**src/rtl/tt_um_sai222777.sv**
```systemverilog
// Bit-serial LFSR stream cipher tile.
// A 32-bit Galois LFSR produces a keystream that is XORed onto the plaintext
// (TX) and ciphertext (RX) bit streams. Seed, taps and mode bits are loaded
// through a 66-bit serial configuration chain.
module tt_um_sai222777 #(
   parameter int M = 32
) (
   input  logic       clk,
   input  logic       rst,
   input  logic [7:0] ui_in,
   output logic [7:0] uo_out
);

   localparam int CW = 2*M + 2;
   localparam logic [M-1:0] SEED_DEF = M'(32'hACE1ACE1);
   localparam logic [M-1:0] TAPS_DEF = M'(32'h80200003);

   // Input bit map
   logic [1:0] w_sel;
   logic       w_tx_p;
   logic       w_rx_e;
   logic       w_cfg_en;
   logic       w_cfg_i;
   logic       w_tx_en;
   logic       w_rx_en;

   assign w_sel    = ui_in[1:0];
   assign w_tx_p   = ui_in[2];
   assign w_rx_e   = ui_in[3];
   assign w_cfg_en = ui_in[4];
   assign w_cfg_i  = ui_in[5];
   assign w_tx_en  = ui_in[6];
   assign w_rx_en  = ui_in[7];

   logic [CW-1:0] r_cfg;
   logic          r_cfg_en_d;
   logic [M-1:0]  r_lfsr;
   logic          r_tx_e;
   logic          r_rx_p;
   logic          r_dbg_tx_p;
   logic          r_dbg_rx_e;
   logic [7:0]    r_cnt;

   // One Galois right-shift step
   function automatic logic [M-1:0] f_step(input logic [M-1:0] s, input logic [M-1:0] t);
      f_step = (s >> 1) ^ (s[0] ? t : '0);
   endfunction

   // Keystream bit selection from the current LFSR state
   function automatic logic f_key(input logic [M-1:0] s, input logic [1:0] sel, input logic inv);
      logic a, b, c, k;
      a = s[0];
      b = s[M/2];
      c = s[M-1];
      case (sel)
         2'd0:    k = a;
         2'd1:    k = a ^ b;
         2'd2:    k = a ^ c;
         default: k = (a & b) | (a & c) | (b & c);
      endcase
      f_key = k ^ inv;
   endfunction

   // Zero fields fall back to the built-in defaults
   logic [M-1:0] w_seed_eff;
   logic [M-1:0] w_taps_eff;
   logic         w_invert;
   logic         w_dual;
   logic         w_k;
   logic         w_load;
   logic         w_active;
   logic [M-1:0] w_step1;
   logic [M-1:0] w_step2;

   assign w_seed_eff = (r_cfg[M-1:0] == '0)   ? SEED_DEF : r_cfg[M-1:0];
   assign w_taps_eff = (r_cfg[2*M-1:M] == '0) ? TAPS_DEF : r_cfg[2*M-1:M];
   assign w_invert   = r_cfg[2*M];
   assign w_dual     = r_cfg[2*M+1];
   assign w_k        = f_key(r_lfsr, w_sel, w_invert);
   assign w_step1    = f_step(r_lfsr, w_taps_eff);
   assign w_step2    = f_step(w_step1, w_taps_eff);

   // The load edge is the first cfg_en=0 edge after a shift; it does no crypto work
   assign w_load     = !w_cfg_en && r_cfg_en_d;
   assign w_active   = !w_cfg_en && !r_cfg_en_d && (w_tx_en || w_rx_en);

   // Configuration chain shifts MSB-ward; the oldest bit leaves through cfg_o
   always_ff @(posedge clk or posedge rst) begin
      if (rst) begin
         r_cfg      <= '0;
         r_cfg_en_d <= 1'b0;
      end else begin
         r_cfg_en_d <= w_cfg_en;
         if (w_cfg_en)
            r_cfg <= {r_cfg[CW-2:0], w_cfg_i};
      end
   end

   // LFSR: seed load after configuration, step on enabled cycles, hold otherwise
   always_ff @(posedge clk or posedge rst) begin
      if (rst)
         r_lfsr <= SEED_DEF;
      else if (w_load)
         r_lfsr <= w_seed_eff;
      else if (w_active)
         r_lfsr <= w_dual ? w_step2 : w_step1;
   end

   // Cipher outputs update only on their own enable and hold between
   always_ff @(posedge clk or posedge rst) begin
      if (rst) begin
         r_tx_e <= 1'b0;
         r_rx_p <= 1'b0;
      end else if (w_active) begin
         if (w_tx_en) r_tx_e <= w_tx_p ^ w_k;
         if (w_rx_en) r_rx_p <= w_rx_e ^ w_k;
      end
   end

   // Debug echo of the raw serial inputs and free-running heartbeat counter
   always_ff @(posedge clk or posedge rst) begin
      if (rst) begin
         r_dbg_tx_p <= 1'b0;
         r_dbg_rx_e <= 1'b0;
         r_cnt      <= 8'd0;
      end else begin
         r_dbg_tx_p <= w_tx_p;
         r_dbg_rx_e <= w_rx_e;
         r_cnt      <= r_cnt + 8'd1;
      end
   end

   assign uo_out = {r_cnt[7:5], r_cfg[CW-1], r_dbg_rx_e, r_dbg_tx_p, r_rx_p, r_tx_e};

endmodule

```
**config.mk**
```make
export PLATFORM = sky130hd
export DESIGN_NAME = tt_um_sai222777
export DESIGN_NICKNAME = d
export VERILOG_FILES = /design/src/rtl/tt_um_sai222777.sv
export SDC_FILE = /design/constraint.sdc
export NUM_CORES = 1
export LEC_CHECK = 0
export CORE_UTILIZATION = 65
export CTS_BUF_LIST = sky130_fd_sc_hd__clkbuf_4 sky130_fd_sc_hd__clkbuf_8
export DETAILED_ROUTE_END_ITERATION = 12
export GPL_TIMING_DRIVEN = 0
export PLACE_DENSITY = 0.83
export SLEW_MARGIN = 20
export SYNTH_ARGS = -nofsm -noshare
export SYNTH_HDL_FRONTEND = slang
export SYNTH_SLANG_ARGS = --single-unit
```
**constraint.sdc**
```tcl
create_clock -name clk -period 6.59 [get_ports clk]
set_clock_uncertainty 0.05 [all_clocks]
set_input_delay 1.318 -clock clk [delete_from_list [all_inputs] [get_ports clk]]
set_output_delay 1.318 -clock clk [all_outputs]
set_load 0.005 [all_outputs]
```
# Word level (Yosys, flattened, before mapping)
# Index checks and enable logic that the tools add are counted.
# W data, S select, Z words.
[word_totals] regBits=111 input_bits=10 out_inout_bits=8 elab_cells=43
[op_classes] addsub=1 n_eq_ne=2 muxes=8 bitwise=12 reduce_logical=12
[op_table] operator="$mux W32" n=7
[op_table] operator="$logic_not A32 Y1" n=2
[op_table] operator="$xor A31 B32 Y32" n=2
[op_table] operator="$add A8 B1 Y8 const B" n=1
[op_table] operator="$xor A1 B1 Y1" n=5
[op_table] operator="$reduce_and A2 Y1" n=2
[op_table] operator="$and A1 B1 Y1" n=3
[op_table] operator="$logic_and A1 B1 Y1" n=3
[op_table] operator="$pmux W1 S3" n=1
[op_table] operator="$eq A2 B1 Y1 const B" n=1
[op_table] operator="$eq A2 B2 Y1 const B" n=1
[op_table] operator="$logic_not A1 Y1" n=2
[op_table] operator="$logic_not A2 Y1" n=1
[op_table] operator="$or A1 B1 Y1" n=2
[op_table] operator="$reduce_bool A2 Y1" n=1
[op_table] operator="$logic_or A1 B1 Y1" n=1

# Longest topological paths before layout
# Gate-level depths: netlist of the first run.
[depth] ltp_word=9 depth_mapped=10 ltp_nobuf=9

# Worst setup path after synthesis of the first run
# Ideal clock, no wire load.
[synth_path] kind="input-to-reg" from="in ui_in[4]" to="reg r_lfsr[12]" setup_time_ns=0.077 t_arrival_ns=2.601 required_time_ns=6.463 slack_ns=3.862 cell_stages=6 path_buffers=2 cell_sequence="clkbuf_1 > or2_2 > nor2_1 > nand2_1 > clkbuf_1 > o21ai_1"
[synth_between] elab_chain_cells=4 elab_cells_between_ends=6 classes_between="mux (1); reduce/logical (5)"
[synth_lines] element="from (decl)" line_no="10" text="input logic [7:0] ui_in,"
[synth_lines] element="$logic_not A1 Y1 (*)" line_no="84, 85"
[synth_lines] element="$logic_and A1 B1 Y1 (2 in a row)" line_no="85" text="assign w_active = !w_cfg_en && !r_cfg_en_d && (w_tx_en || w_rx_en);"
[synth_lines] element="$reduce_bool A2 Y1 (no line)"
[synth_lines] element="to (signal assigned)" line_no="104" text="r_lfsr <= w_seed_eff;"
[synth_lines] element="to (signal assigned)" line_no="106" text="r_lfsr <= w_dual ? w_step2 : w_step1;"
[synth_lines] element="to (decl)" line_no="37" text="logic [M-1:0] r_lfsr;"
# Mark *: on every way between the ends. The rest lies on a longest branch, timed or not.
# A chain may end at the register's enable or synchronous reset.

# Worst setup path in the final report of the first run
[layout_path] from="in ui_in[4]" to="reg r_lfsr[27]"
# The elaborated chain is that of the path after synthesis.

==> out/metrics.csv, run 1 <==
metric,value,unit
outcome,finished clean,
Power Internal,1.75,mW
Syn Area/Cell,9.80,um^2
max_slew headroom,0.469,
unrepaired setup endpoints after global routing,no,
switching share of total power,0.450,
Max Cap Violations,0,
CP required,6840,ps
# hold bufs at CTS,0,
crit end category,flop,
Vias,5781,
FP Rows,36,
DRC,0,
"Clk Latency, worst-skew pair",400,ps
number of global-route vias before repair,5494,
area delta synth->final,8.35,%
TritonCTS buffer count,9,
Mapped Area,6590,um^2
Max clock buf depth,2,
H-tree depth,3,
f_max,268,MHz
minimum clock period after layout,3730,ps
WS Path Type,in2reg,
ys flop type,dfrtp_1,
largest net degree at the start of global routing,73,
Tcrit/Tclk final,0.566,
DRT antenna net count,0,
final setup fails,0,
Yosys reg bits,111,
Ys Warns,0,
Comb pwr share,0.511,
initial antenna violation count,0,
CTS tree,built,
Starting DRT DRC Count,820,
die width,103,um
measured slew at the worst slew-check pin,796,ps
Placeable Area,9820,um^2
Fin. Hold Viols,0,
Detail Placement HPWL,13.5,mm
Root Buffer,clkbuf_8,
CP arrival,3980,ps
PortBufs,17,
setup bufs post-CTS,0,
grt ovf,0,
CTS-repair resized insts,0,
Final WS setup,2860,ps
switching power,1.44,mW
Max Slew Vio Count,0,
vias per cell,6.88,
flop2flop setup slack,3230,ps
Pwr Density,446,nW/um^2
clock sinks,111,
Synth Instances,673,
leading area contributor after synthesis,dfrtp_1,
"EDFF count, synth",0,
DR WL/cell,23.1,um
Post-Route WL,19.4,mm
Die Ht,103,um
crit-path max FO,10,
global-route wire length before repair,30.0,mm
Synth cell types,58,
"CTS clk-pin slew, worst paths",110,ps
Overall Global Routing Usage,0.394,
Antenna Diode Count,0,
Hold/Removal Path Class,reg2reg,
critical path launch point type,input pin,
top cells by area in the synthesized netlist,"dfrtp_1 (36%), mux2_2 (10%), dfstp_2 (6.4%)",
sequential fraction of the synthesis area,0.424,
I/O pin count,18,
DRT Pass-1 Iters,7,
Syn Nets,687,
Synth async-reset ratio,1.00,
setup TNS,0,ps
P_leak,2.82,nW
Clk network pwr share,0.123,
Worst VDD drop,0.000289,V
sequential power share,0.365,
Initial Util,0.672,
# nets final,716,
ratio of cells with drive above 1 in the final layout,0.185,
Yosys top cell area share,0.361,
die footprint,10600,um^2
global placement routability congestion,0.944,
setup slack after placement,2630,ps
## flip-flops by register name, indices dropped and copies added, names as in the netlist
name / cells
r_cfg: 66
r_cfg_en_d: 1
r_cnt: 8
r_dbg_rx_e: 1
r_dbg_tx_p: 1
r_lfsr: 32
r_rx_p: 1
r_tx_e: 1
## routing by layer
layer	global-route usage	part of all wire
met1	0.540	0.39
met4	0.213	0.051
met2	0.578	0.44
met3	0.0936	0.12
met5	0	0
## power by group through the flow
stage | Clock (mW) | Combinational, mW | Sequential [mW]
after detailed placement | 0 | 1.56 | 1.16
after floorplan | 0 | 1.20 | 1.07
after CTS | 0.398 | 1.58 | 1.15
after global placement | 0 | 1.53 | 1.15
final | 0.393 | 1.63 | 1.16
after global routing | 0.425 | 1.73 | 1.18
## synthesized netlist by cell type, types with 8 or more instances
cell type / instances
dfrtp_1: 95
clkbuf_1: 39
a222oi_1: 11
inv_1: 14
a21oi_1: 34
xnor2_1: 26
nand2_1: 79
mux2_4: 9
o21ai_0: 56
nor3b_1: 9
xor2_1: 31
o21ai_1: 15
nor2_1: 17
dfstp_2: 16
nor4_1: 16
nor3_1: 8
o221ai_1: 20
mux2_2: 61
nor2b_1: 11
buf_4: 8
a31oi_1: 11
## cell usage in the layout, fill, tap and decap left out, drive strengths merged, types with 22 or more instances in the layout
cell type and n:
o21ai 72, mux2 70, nand2 79, xor2 31
clkbuf 49, xnor2 26, buf 22, dfrtp 95
a21oi 35
## worst paths after layout
| kind | startpoint | end | depth (start not counted) |
|---|---|---|---|
| min | r_cnt[0]$_DFF_PP0_ | r_cnt[0]$_DFF_PP0_ | 1 |
| min in group asynchronous | rst | r_cfg[62]$_DFFE_PP0P_ | 2 |
| max in group asynchronous | rst | r_lfsr[15]$_DFFE_PP1P_ | 3 |
| min reg2reg | r_cnt[0]$_DFF_PP0_ | r_cnt[0]$_DFF_PP0_ | 1 |
| max | ui_in[4] | r_lfsr[27]$_DFFE_PP1P_ | 9 |
| max reg2reg | r_lfsr[0]$_DFFE_PP1P_ | r_lfsr[2]$_DFFE_PP0P_ | 7 |
## stage by stage
stage	hold WS (ps)	power (mW)	cells	cell area [um^2]	utilization
2_1_floorplan	385	2.27	673	6590	-
3_3_place_gp	411	2.68	823	6930	0.706
3_5_place_dp	428	2.73	824	6960	0.709
4_1_cts	450	3.12	840	7140	0.728
5_1_grt	461	3.34	840	7140	0.728
6_report	442	3.19	840	7140	0.728
## kinds of logic after synthesis
group / Yosys count / synth area share
buffers and inverters: 74 / 0.0520
XOR/XNOR: 57 / 0.0757
adder cells (fa/ha/maj): 5 / 0.00911
multiplexers: 72 / 0.128
AND/OR/NAND/NOR: 178 / 0.143
AO/OA/AOI/OAI: 176 / 0.169
flip-flops: 111 / 0.424
## area by class of cell
| type | count | area [um^2] |
|---|---|---|
| Fill cell | 773 | 2680 |
| Timing Repair Buffer | 18 | 198 |
| Clock buffer | 10 | 131 |
| Clock inverter | 6 | 50.0 |
| Sequential cell | 111 | 2800 |
| Inverter | 14 | 57.6 |
| Multi-Input combinational cell | 488 | 3450 |
| Buffer | 60 | 290 |
| Tap cell | 133 | 166 |
## worst max-delay path: stages
cell and delay (ps):
clkdlybuf4s50_1 410, clkbuf_1 180, nor2_1 420, nand2_1 430, nor2_1 360, clkbuf_1 560, nand2_1 120, o221ai_1 110
a21oi_1 70
(Power assumes the default switching activity.)
==> run 2: changes to the inputs <==
--- a/config.mk
+++ b/config.mk
@@ -5,11 +5,11 @@
 export SDC_FILE = /design/constraint.sdc
 export NUM_CORES = 1
 export LEC_CHECK = 0
-export CORE_UTILIZATION = 65
+export CORE_UTILIZATION = 64
 export CTS_BUF_LIST = sky130_fd_sc_hd__clkbuf_4 sky130_fd_sc_hd__clkbuf_8
 export DETAILED_ROUTE_END_ITERATION = 12
 export GPL_TIMING_DRIVEN = 0
-export PLACE_DENSITY = 0.83
+export PLACE_DENSITY = 0.82
 export SLEW_MARGIN = 20
 export SYNTH_ARGS = -nofsm -noshare
 export SYNTH_HDL_FRONTEND = slang
==> constraint.sdc (replaced) <==
create_clock -name clk -period 3.7 [get_ports clk]
set_clock_uncertainty 0.05 [all_clocks]
set_input_delay 0.74 -clock clk [delete_from_list [all_inputs] [get_ports clk]]
set_output_delay 0.74 -clock clk [all_outputs]
set_load 0.005 [all_outputs]
==> run 2 against run 1 <==
Net effect: global-route usage down 2.6 points; clock power up 81%; register-to-register slack worse by 2600 ps; die area is 1.5% higher; non-clock buffer count stayed put; largest power group unchanged.
==> out/metrics.csv, run 2 (synthesized netlist as in run 1, its figures left out) <==
metric,value,unit,change
most frequent cells in the layout,"dfrtp_1 (95), nand2_1 (79), mux2_2 (61)",,
global-route wire length before repair,30.1,mm,+0.12%
Pwr Density,792,nW/um^2,+77%
# hold bufs at CTS,0,,unchanged
minimum clock period after layout,3120,ps,
die width,104,um,+0.76%
Tcrit/Tclk final,0.843,,
Max clock buf depth,2,,unchanged
max_slew headroom,0.496,,+0.0270
crit end category,flop,,
measured slew at the worst slew-check pin,756,ps,-40.4 ps
Regs by FF count,"r_cfg x66, r_lfsr x32, r_cnt x8",,
"most used cell, CP",clkbuf_1,,
largest net degree at the start of global routing,64,,-12%
# nets final,716,,unchanged
f_max,321,MHz,
DRC,0,,unchanged
grt ovf,0,,unchanged
WS Path Type,reg2reg,,
Overall Global Routing Usage,0.367,,-0.0265
flop2flop setup slack,580,ps,-2650 ps
Initial Util,0.668,,-0.00307
Fin. Hold Viols,0,,unchanged
DRT antenna net count,0,,unchanged
FP Rows,36,,unchanged
Top Family by Delay on Critical Path,buffers and inverters,,
clock sinks,111,,unchanged
Post-Route WL,18.7,mm,-3.7%
crit path launch,r_lfsr[0]$_DFFE_PP1P_,,
WP depth,7,,-2
Crit-path slowest cell,clkbuf_1,,
Detail Placement HPWL,13.4,mm,-0.72%
Vias,5762,,-0.33%
setup bufs post-CTS,0,,unchanged
crit-path max FO,10,,unchanged
critical path launch point type,flop,,
ratio of cells with drive above 1 in the final layout,0.185,,unchanged
area delta synth->final,8.41,%,about the same
CP cell instances,buf_2 -> clkbuf_1 -> clkbuf_1 -> clkbuf_1 -> o221ai_1 -> a222oi_1 -> o21ai_1,,
global placement routability congestion,0.968,,+2.5%
max reg flops,66,,unchanged
CP bufs+invs,4,,+1
DRT Pass-1 Iters,7,,unchanged
P_leak,2.81,nW,-0.13%
Max Slew Vio Count,0,,unchanged
worst setup path end,r_lfsr[2]$_DFFE_PP0P_,,
PortBufs,17,,unchanged
unrepaired setup endpoints after global routing,no,,
final setup fails,0,,unchanged
outcome,finished clean,,
Max Cap Violations,0,,unchanged
Root Buffer,clkbuf_8,,
initial antenna violation count,0,,unchanged
FILL cells,754,,-2.5%
worst flop-to-flop path startpoint,r_lfsr[0]$_DFFE_PP1P_,,
Antenna Diode Count,0,,unchanged
CP arrival,3350,ps,-630 ps
Util after Layout,0.725,,-0.00294
worst reg2reg endpoint,r_lfsr[2]$_DFFE_PP0P_,,
CTS-repair resized insts,0,,unchanged
Placeable Area,9860,um^2,+0.46%
FF-to-FF path depth,7,,unchanged
DR WL/cell,22.3,um,-3.7%
CTS tree,built,,
I/O pin count,18,,unchanged
Largest Register,r_cfg,,
"most common cell after layout, fill and taps aside",dfrtp_1,,
Die Ht,104,um,+0.76%
number of global-route vias before repair,5654,,+2.9%
setup TNS,0,ps,unchanged
Worst VDD drop,0.000546,V,+89%
CP required,3930,ps,-2910 ps
Max stage delay on crit path,570,ps,about the same
Starting DRT DRC Count,808,,-1.5%
Hold/Removal Path Class,reg2reg,,
TritonCTS buffer count,9,,unchanged
"CTS clk-pin slew, worst paths",110,ps,about the same
"Clk Latency, worst-skew pair",410,ps,about the same
die footprint,10700,um^2,+1.5%
vias per cell,6.86,,-0.33%
H-tree depth,3,,unchanged
run 2: final cells by class:
| cell class | instances | area [um^2] | share of cell area |
|---|---|---|---|
| Sequential cell | 111 | 2800 | 0.391 |
| Tap cell | 133 | 166 | 0.0233 |
| Inverter | 14 | 57.6 | 0.00805 |
| Buffer | 60 | 290 | 0.0406 |
| Timing Repair Buffer | 18 | 198 | 0.0277 |
| Clock buffer | 10 | 131 | 0.0184 |
| Multi-Input combinational cell | 488 | 3450 | 0.483 |
| Clock inverter | 6 | 53.8 | 0.00753 |
run 2: per-layer routing:
metal | up-vias | GRT usage | part of all wire
li1 | 2518 | - | -
met1 | 2783 | 0.497 | 0.39
met2 | 389 | 0.551 | 0.45
met3 | 72 | 0.101 | 0.13
met4 | 0 | 0.168 | 0.036
met5 | - | 0 | 0
run 2: worst min-delay path by stage:
stage	startpoint	end	slack, ps	depth (start not counted)
final	r_cnt[7]$_DFF_PP0_	r_cnt[7]$_DFF_PP0_	430	1
after detailed placement	r_cnt[0]$_DFF_PP0_	r_cnt[0]$_DFF_PP0_	410	1
after floorplan	r_cnt[0]$_DFF_PP0_	r_cnt[0]$_DFF_PP0_	390	1
after CTS	r_cnt[7]$_DFF_PP0_	r_cnt[7]$_DFF_PP0_	430	1
after global placement	r_cnt[0]$_DFF_PP0_	r_cnt[0]$_DFF_PP0_	410	1
after global routing	r_cnt[7]$_DFF_PP0_	r_cnt[7]$_DFF_PP0_	480	1
run 2: where the power goes:
part           switching, mW  internal (mW)
combinational           1.65           1.22
clock                  0.449          0.262
sequential             0.439           1.64
total                   2.54           3.12
run 2: stage by stage:
step / instances / hold slack (ps) / worst slack [ps] / cell area [um^2] / power [mW]
6_report: 840 / 432 / 582 / 7150 / 5.66
5_1_grt: 840 / 476 / 570 / 7150 / 5.93
4_1_cts: 840 / 434 / 730 / 7150 / 5.54
3_5_place_dp: 824 / 412 / 352 / 6960 / 4.83
3_3_place_gp: 823 / 406 / -1510 / 6930 / 4.72
2_1_floorplan: 673 / 385 / 5.83 / 6590 / 4.05
==> run 3: changes to the inputs <==
--- a/config.mk
+++ b/config.mk
@@ -5,11 +5,11 @@
 export SDC_FILE = /design/constraint.sdc
 export NUM_CORES = 1
 export LEC_CHECK = 0
-export CORE_UTILIZATION = 64
+export CORE_UTILIZATION = 58
 export CTS_BUF_LIST = sky130_fd_sc_hd__clkbuf_4 sky130_fd_sc_hd__clkbuf_8
 export DETAILED_ROUTE_END_ITERATION = 12
 export GPL_TIMING_DRIVEN = 0
-export PLACE_DENSITY = 0.82
+export PLACE_DENSITY = 0.79
 export SLEW_MARGIN = 20
 export SYNTH_ARGS = -nofsm -noshare
 export SYNTH_HDL_FRONTEND = slang
==> constraint.sdc (replaced) <==
create_clock -name clk -period 2.7 [get_ports clk]
set_clock_uncertainty 0.05 [all_clocks]
set_input_delay 0.54 -clock clk [delete_from_list [all_inputs] [get_ports clk]]
set_output_delay 0.54 -clock clk [all_outputs]
set_load 0.005 [all_outputs]
==> run 3 against run 2 <==
Net effect: die area grew 10%; final area grew 1.7%; power grew 40%; non-clock buffer count grew 1; setup slack lost 530 ps; sequential power grew 38%; critical path depth is the same; core utilization shrank 6.0 points; sequential cell count is the same; global-route usage shrank 1.9 points; first-iteration DRC count grew 6.8%; register-to-register slack lost 480 ps.
==> out/metrics.csv, run 3 (synthesized netlist as in run 1, its figures left out) <==
metric,value,unit,change
outcome,finished clean,,
max_slew headroom,0.499,,+0.00309
Placeable Area,10900,um^2,+11%
fin area,7270,um^2,+1.7%
endpoint of the worst hold path,r_cnt[0]$_DFF_PP0_,,
Post-Route WL,19.1,mm,+2.0%
Antenna Diode Count,0,,unchanged
Comb pwr share,0.501,,-0.007
Worst VDD drop,0.000650,V,+19%
FILL cells,896,,+19%
met2 WL post-DR,8.50,mm,+0.70%
DRT antenna net count,0,,unchanged
FF-to-FF path depth,10,,+3
die footprint,11800,um^2,+10%
Max Cap Violations,0,,unchanged
P_leak,2.90,nW,+3.0%
TritonCTS buffer count,9,,unchanged
Detail Placement HPWL,13.9,mm,+3.4%
global-route wire length before repair,30.2,mm,+0.30%
Max clock buf depth,2,,unchanged
initial antenna violation count,0,,unchanged
CTS tree,built,,
Vias,5668,,-1.6%
Starting DRT DRC Count,863,,+6.8%
Top Metal Used,met4,,
DR WL/cell,22.5,um,+1.1%
max reg flops,66,,unchanged
Initial Util,0.603,,-0.0655
DRT Pass-1 Iters,6,,-1
Root Buffer,clkbuf_8,,
"CTS clk-pin slew, worst paths",100,ps,about the same
setup slack after placement,-497,ps,-849 ps
critical path launch point type,input pin,,
Overall Global Routing Usage,0.348,,-0.0194
min-delay src,r_cnt[0]$_DFF_PP0_,,
sequential power share,0.363,,-0.004
"Clk Latency, worst-skew pair",400,ps,about the same
crit end category,flop,,
ratio of cells with drive above 1 in the final layout,0.209,,+0.0237
worst flop-to-flop path startpoint,r_cfg[41]$_DFFE_PP0P_,,
flop2flop setup slack,100,ps,-480 ps
"most common cell after layout, fill and taps aside",dfrtp_1,,
global placement routability congestion,0.977,,+0.99%
Max Slew Vio Count,0,,unchanged
area delta synth->final,10.3,%,
Die Ht,109,um,+5.0%
Pwr Total,7.92,mW,+40%
Clk network pwr share,0.136,,+0.010
largest net degree at the start of global routing,33,,-48%
grt ovf,0,,unchanged
measured slew at the worst slew-check pin,749,ps,-7.39 ps
vias per cell,6.68,,-2.6%
hold path cells,1,,unchanged
# nets final,717,,+0.14%
DRC,0,,unchanged
Tcrit/Tclk final,0.980,,
# hold bufs at CTS,0,,unchanged
Hold/Removal Path Class,reg2reg,,
number of global-route vias before repair,5581,,-1.3%
most frequent cells in the layout,"dfrtp_1 (95), nand2_1 (79), mux2_2 (61)",,
worst reg2reg endpoint,r_lfsr[6]$_DFFE_PP1P_,,
cell area after placement,7010,um^2,+0.68%
CP arrival,2920,ps,-430 ps
PortBufs,17,,unchanged
switching power,3.49,mW,+37%
clock sinks,111,,unchanged
H-tree depth,3,,unchanged
f_max,378,MHz,
minimum clock period after layout,2650,ps,
Regs by FF count,"r_cfg x66, r_lfsr x32, r_cnt x8",,
die width,109,um,+5.0%
FP Rows,38,,+5.6%
switching share of total power,0.441,,-0.00789
met3 routed WL,2.04,mm,-14%
crit-path max FO,10,,unchanged
final setup fails,0,,unchanged
Pwr Density,1090,nW/um^2,+38%
Fin. Hold Viols,0,,unchanged
I/O pin count,18,,unchanged
Largest Register,r_cfg,,
WS Path Type,in2reg,,
Power Internal,4.43,mW,+42%
routed metal-1 wire length,7.94,mm,+9.9%
Final WS setup,53.1,ps,-529 ps
CP required,2970,ps,-960 ps
[run 3: cell types whose count changed in the layout (fill, tap and decap cells not counted), sizes merged]
cell / change
buf: +1
clkinvlp: -1
inv: -1
bufinv: +1
clkinv: +1
[run 3: per-stage QoR]
stage	utilization	cells	setup TNS, ps	hold slack (ps)
after floorplan	-	673	0	385
after global placement	0.635	830	-38470	400
after detailed placement	0.641	833	-13850	418
after CTS	0.661	848	0	432
after global routing	0.665	848	-1.37	448
final	0.665	848	0	428
[run 3: power by group through the flow]
stage                     registers, mW  logic, mW  clock network [mW]
after floorplan                    2.62       2.93                   0
after global placement             2.82       3.68                   0
after detailed placement           2.85       3.81                   0
after CTS                          2.82       3.82                1.10
after global routing               2.92       4.25                1.16
final                              2.88       3.97                1.07
[run 3: worst max-delay path: stages]
cell and delay (ps):
clkdlybuf4s50_1 420, clkbuf_1 190, or2_2 350, nor2_2 440, nand2_1 350, clkbuf_1 390
o21ai_1 220
[run 3: how the worst max path moves through the flow]
stage                          startpoint                     end  slack (ps)
floorplan           r_lfsr[0]$_DFFE_PP1P_   r_lfsr[2]$_DFFE_PP0P_         540
global placement                 ui_in[4]   r_lfsr[4]$_DFFE_PP0P_        -530
detailed placement               ui_in[4]   r_lfsr[4]$_DFFE_PP0P_        -500
CTS                 r_cfg[65]$_DFFE_PP0P_  r_lfsr[10]$_DFFE_PP1P_          60
global route        r_cfg[41]$_DFFE_PP0P_  r_lfsr[12]$_DFFE_PP0P_          -1
finish                           ui_in[4]   r_lfsr[4]$_DFFE_PP0P_          50
[run 3: cell type report]
type	instances	area, um^2	area share
plain buffers	58	300	0.0413
clock buffers	10	138	0.0189
clock inverters	6	75.1	0.0103
inverters	14	56.3	0.00774
multi-input cells	488	3480	0.479
flip-flops and latches	111	2800	0.385
well taps	140	175	0.0241
repair buffers	21	245	0.0337
[run 3: routing by layer]
metal  track usage  up-vias
met5             0        -
met4         0.129        0
met3        0.0956       72
met2         0.532      345
met1         0.473     2740
li1              -     2511
[run 3: repair_timing]
action,in CTS,in global routing
endpoints found under the setup margin,17,28
hold endpoints to repair,0,0
buffers inserted,0,1
pin swaps,0,4
gates resized for setup,4,19
